<file path="config.mk">
export PLATFORM = sky130hd
export DESIGN_NAME = ir_key_queue
export DESIGN_NICKNAME = d
export VERILOG_FILES = /design/src/rtl/ir_pkg.sv /design/src/rtl/key_fifo.sv /design/src/rtl/ir_key_queue.sv
export SDC_FILE = /design/constraint.sdc
export NUM_CORES = 1
export LEC_CHECK = 0
export ABC_AREA = 1
export CORE_ASPECT_RATIO = 2
export CORE_MARGIN = 4
export CORE_UTILIZATION = 53
export DETAILED_ROUTE_END_ITERATION = 8
export GPL_ROUTABILITY_DRIVEN = 1
export GPL_TIMING_DRIVEN = 0
export HOLD_SLACK_MARGIN = 0.02
export PLACE_DENSITY = 0.77
export RECOVER_POWER = 25
export SLEW_MARGIN = 20
export SYNTH_ARGS = -nofsm -noshare
export SYNTH_HDL_FRONTEND = slang
export SYNTH_SLANG_ARGS = --single-unit
</file>
<file path="constraint.sdc">
create_clock -name clk -period 2.5 [get_ports clk]
set_input_delay 0.5 -clock clk [delete_from_list [all_inputs] [get_ports clk]]
set_output_delay 0.5 -clock clk [all_outputs]
set_load 0.01 [all_outputs]
</file>
<file path="src/rtl/ir_pkg.sv">
// Shared types and constants for the IR key queue.
// Provides key width, key type and the default repeat holdoff.
package ir_pkg;

  localparam int KEY_W = 4;

  typedef logic [KEY_W-1:0] key_t;

  localparam int HOLDOFF_DEF = 1_000_000;

  localparam key_t KEY_RST = '1;

endpackage

</file>
<file path="src/rtl/key_fifo.sv">
// Circular key store with registered occupancy count.
// Ports: clk, rst, pushReq/wrData, popReq, rdData, count, nextCount, pushDrop.
module key_fifo
  import ir_pkg::*;
#(
  parameter int DEPTH = 8,
  localparam int PW = $clog2(DEPTH),
  localparam int CW = $clog2(DEPTH) + 1
) (
  input  logic          clk,
  input  logic          rst,
  input  logic          pushReq,
  input  key_t          wrData,
  input  logic          popReq,
  output key_t          rdData,
  output logic [CW-1:0] count,
  output logic [CW-1:0] nextCount,
  output logic          pushDrop
);

  localparam logic [CW-1:0] FULL = CW'(DEPTH);

  key_t mem [DEPTH];

  logic [PW-1:0] wrPtr;
  logic [PW-1:0] rdPtr;
  logic          empty;
  logic          doPop;
  logic          doPush;

  assign empty = (count == '0);

  // A pop on a full queue frees the slot the same cycle.
  assign doPop    = popReq && !empty;
  assign doPush   = pushReq && ((count < FULL) || doPop);
  assign pushDrop = pushReq && !doPush;

  always_comb begin
    nextCount = count;
    unique case ({doPush, doPop})
      2'b10:   nextCount = count + CW'(1);
      2'b01:   nextCount = count - CW'(1);
      default: nextCount = count;
    endcase
  end

  always_ff @(posedge clk) begin
    if (rst) begin
      wrPtr <= '0;
      rdPtr <= '0;
      count <= '0;
    end else begin
      count <= nextCount;
      if (doPush)
        wrPtr <= wrPtr + PW'(1);
      if (doPop)
        rdPtr <= rdPtr + PW'(1);
    end
  end

  // Storage is not cleared; stale entries sit behind the pointers.
  always_ff @(posedge clk) begin
    if (!rst && doPush)
      mem[wrPtr] <= wrData;
  end

  assign rdData = empty ? '0 : mem[rdPtr];

endmodule

</file>
<file path="src/rtl/ir_key_queue.sv">
// IR key queue: repeat filter, FIFO, sticky overflow and irq.
// Ports: key_valid/key_code in, irq/irq_ack, key_data, count, overflow/overflow_clr.
module ir_key_queue
  import ir_pkg::*;
#(
  parameter int DEPTH   = 8,
  parameter int HOLDOFF = HOLDOFF_DEF,
  localparam int CW = $clog2(DEPTH) + 1
) (
  input  logic          clk,
  input  logic          rst,
  input  logic          key_valid,
  input  key_t          key_code,
  output logic          irq,
  input  logic          irq_ack,
  output key_t          key_data,
  output logic [CW-1:0] count,
  output logic          overflow,
  input  logic          overflow_clr
);

  localparam int HW = (HOLDOFF > 1) ? $clog2(HOLDOFF) : 1;
  localparam logic [HW-1:0] RELOAD = HW'(HOLDOFF - 1);

  key_t          lastCode;
  logic [HW-1:0] holdoff;
  logic          suppress;
  logic          pushReq;
  logic          pushDrop;
  logic [CW-1:0] nextCount;

  // Same key inside the holdoff window is an auto-repeat.
  assign suppress = key_valid
                 && (key_code == lastCode)
                 && (holdoff != '0);
  assign pushReq  = key_valid && !suppress;

  key_fifo #(
    .DEPTH(DEPTH)
  ) u_fifo (
    .clk      (clk),
    .rst      (rst),
    .pushReq  (pushReq),
    .wrData   (key_code),
    .popReq   (irq_ack),
    .rdData   (key_data),
    .count    (count),
    .nextCount(nextCount),
    .pushDrop (pushDrop)
  );

  // Any key, kept or dropped, restarts the window.
  always_ff @(posedge clk) begin
    if (rst) begin
      lastCode <= KEY_RST;
      holdoff  <= '0;
    end else if (key_valid) begin
      lastCode <= key_code;
      holdoff  <= RELOAD;
    end else if (holdoff != '0) begin
      holdoff  <= holdoff - HW'(1);
    end
  end

  // A fresh loss beats a clear in the same cycle.
  always_ff @(posedge clk) begin
    if (rst)
      overflow <= 1'b0;
    else if (pushDrop)
      overflow <= 1'b1;
    else if (overflow_clr)
      overflow <= 1'b0;
  end

  always_ff @(posedge clk) begin
    if (rst)
      irq <= 1'b0;
    else
      irq <= (nextCount != '0);
  end

endmodule

</file>
==> qor.csv <==
stage;metric;value;unit
outcome;status;complete, no violations;
worst_setup_path;critical path arrival;2660;ps
worst_setup_path;reg2reg path depth;15;
sta;Final Hold Slack;466.2;ps
sta;setup total negative slack;0;ps
worst_hold_path;worst hold path type;register to register;
synthesis;Syn Nets;414;
global_routing;initial antenna violation count;0;
synthesis;syn_area_per_cell;8.504;um^2
worst_setup_path;Crit Path Max Fanout;6;
sta;Final period util;97.38;%
sta;min cycle time layout;2434;ps
synthesis;Synth top area share;28.39;%
routing;met3 wire len;234;um
finish;share of cells above drive strength 1;14.32;%
worst_setup_path;CP Buf/Inv Count;1;
finish;Antenna diodes;0;
floorplan;Die H;121.0;um
routing;Routed Antenna Nets;0;
clock_tree;CTS max path bufs;2;
routing;first drt pass iteration count;4;
clock_tree;Sink Count;71;
worst_setup_path;startpoint type of the worst setup path;register;
placed_design;Port Buffers;18;
worst_setup_path;CP max stage delay;370;ps
finish;final core occ;64.93;%
finish;P&R area growth vs syn;20.07;%
routing;Routed Wire Length;8001;um
clock_tree;Worst-path clk slew;60;ps
worst_setup_path;CP Class;register to register;
worst_setup_path;R2R setup slack;70;ps
synthesis;Syn. warnings;0;
floorplan;Initial Utilization;54.08;%
global_routing;vias in the first global route;2807;
floorplan;area of the die;7806;um^2
worst_setup_path;crit-path leading delay family;simple AND/OR/NAND/NOR gates;
floorplan;core region area;6259;um^2
worst_setup_path;cell depth of the worst setup path;15;
synthesis;biggest area consumer among synthesized cells;edfxtp_1;
sta;Slew headroom;55.46;%
power_and_ir_drop;Power Total;3.733;mW
worst_setup_path;reg2reg end;irq;
global_routing;gr ovfl total;0;
synthesis;Mapped Cells;398;
clock_tree;total CTS buffers;9;
sta;final hold vios;0;
routing;metal2 WL;4793;um
power_and_ir_drop;leakage power;1.673;nW
sta;final setup violation count;0;
synthesis;number of library cell types mapped by synthesis;29;
synthesis;Netlist Area Pre-Place;3384;um^2
routing;WL/cell;15.21;um
global_routing;wire length of the first global-routing pass;12590;um
worst_setup_path;crit path launch;u_fifo.count[1];
worst_setup_path;crit path to;irq;
routing;DRC Markers;0;
synthesis;sequential share of the synthesized area;51.46;%
clock_tree;CTS tree;done;
floorplan;die width;64.51;um
routing;number of vias per cell;5.390;
worst_setup_path;Worst Setup End Kind;register;
floorplan;# IOs;19;
global_routing;GR Util All Layers;21.88;%
routing;via count;2835;
routing;Top Layer Used;met4;
synthesis;top post-synthesis cells by area;edfxtp_1 (28%), dfxtp_1 (23%), nor2_1 (7.8%);
floorplan;num rows;41;
flow_run;Max Cap Viol;0;
sta;clock skew;5.369;ps
finish;most common cell after layout, fill and taps aside;nor2_1;
synthesis;synthesized flop and latch total;71;
power_and_ir_drop;Max IR drop VDD;0.4773;mV
clock_tree;root buffer cell;clkbuf_16;
worst_setup_path;Critical Path RT;2720;ps
worst_setup_path;Most Frequent Cell on Critical Path;nand2_1;
finish;most frequent cells in the layout;nor2_1 (70), nand2_1 (66), dfxtp_1 (37);
worst_setup_path;r2r startpoint;u_fifo.count[1];
sta;Tightest Pin Transition;662.9;ps
power_and_ir_drop;Power Density;918.6;nW/um^2
placed_design;Post-DP HPWL;5867;um
sta;Max Freq;410.8;MHz
clock_tree;Worst-Skew Late Latency;330;ps
worst_setup_path;CP max-delay cell;dfxtp_2;
finish;Nets;451;
routing;Detailed Route Iter0 Violations;148;
routing;Metal-1 WL;2629;um
placed_design;routability cong.;0.9125;
clock_tree;H-tree depth;3;
sta;Final Max Slew Viols;0;
worst_setup_path;Cell Chain, Critical Path;nor2_1 > nand3_1 > nand2_2 > nand2_1 > nand3_4 > ha_4 > xor2_4 > ha_1 > a21oi_1 > a21oi_1 > o21ai_0 > nand2_1 > inv_1 > nor2_1 > nand2_1;
global_routing;largest net degree at the start of global routing;14;
## what timing repair did
item / 4_1_cts / 5_1_grt
pin swaps: 1 / 1
setup endpoints to repair: 8 / 4
hold buffers: 0 / 0
resized for setup: 18 / 14
endpoints found under the hold margin: 0 / 0
buffers inserted: 0 / 9
## power breakdown
part / switching, mW / leakage (nW) / internal, mW
clock network: 0.466 / 0.152 / 0.871
logic: 0.582 / 0.909 / 0.394
registers: 0.103 / 0.612 / 1.32
## cells by family after synthesis
family          synth area share, %
simple gates                  27.10
buf+inv                       5.323
xor+xnor                      3.105
fa+ha+maj                     2.588
compound gates                10.13
flops                         51.46
mux                          0.2958
## worst register-to-register path: cells and delay by family, from the launching register on
kind                     cells  cell delay, ps
AO/OA/AOI/OAI                3             290
XOR/XNOR                     1             170
adder cells (fa/ha/maj)      2             350
buffers and inverters        1              60
flip-flops                   1             370
AND/OR/NAND/NOR              8            1090
## registers in the layout, indices dropped and copies added (netlist names), named ones only
register and flops:
u_fifo.rdPtr 3, overflow 1, u_fifo.wrPtr 3, lastCode 4, u_fifo.mem 32, u_fifo.count 4, irq 1, holdoff 20
## layer usage
layer / vias up / global-route usage (%)
met5: - / 0
met4: 0 / 13.77
met3: 28 / 5.653
met2: 80 / 44.04
met1: 1319 / 17.29
li1: 1408 / -
## synth_stat cells
master,count
nand3_1,23
nor2_1,70
nand3b_1,5
a21oi_1,25
dfxtp_1,39
clkbuf_1,5
or2_2,2
o22ai_1,4
mux2i_1,1
a31oi_1,6
nand2_4,1
nor2_4,2
nand4_2,2
nand3_4,2
nor2_2,10
xor2_1,8
ha_1,7
o21ai_0,28
clkbuf_4,1
buf_6,1
edfxtp_1,32
xnor2_1,4
nand2_2,2
inv_1,34
o21bai_1,2
nand2_1,67
nand4_1,7
nor3_1,5
buf_2,3
## layout make-up
type / instances / area, um^2
flip-flops and latches: 71 / 1744
well taps: 86 / 107.6
multi-input cells: 283 / 1499
inverters: 34 / 127.6
clock inverters: 6 / 86.33
repair buffers: 27 / 216.5
plain buffers: 9 / 53.80
clock buffers: 10 / 229.0
fillers: 528 / 2195
## metrics by stage
step / worst slack [ps] / cells / area [um^2]
floorplan: 137.7 / 398 / 3385
global placement: -677.1 / 502 / 3672
detailed placement: -758.0 / 502 / 3672
CTS: -59.85 / 517 / 4003
global route: -125.5 / 526 / 4064
finish: 65.57 / 526 / 4064
## worst min path at each step
stage	from	end	slack, ps	depth (start not counted)
after CTS	u_fifo.rdPtr[2]	u_fifo.rdPtr[2]	470	2
after global placement	u_fifo.rdPtr[2]	u_fifo.rdPtr[2]	450	2
final	u_fifo.rdPtr[2]	register	470	2
after global routing	u_fifo.rdPtr[2]	register	490	2
after floorplan	u_fifo.rdPtr[2]	register	430	2
after detailed placement	u_fifo.rdPtr[2]	register	460	2
(Power assumes the default switching activity.)
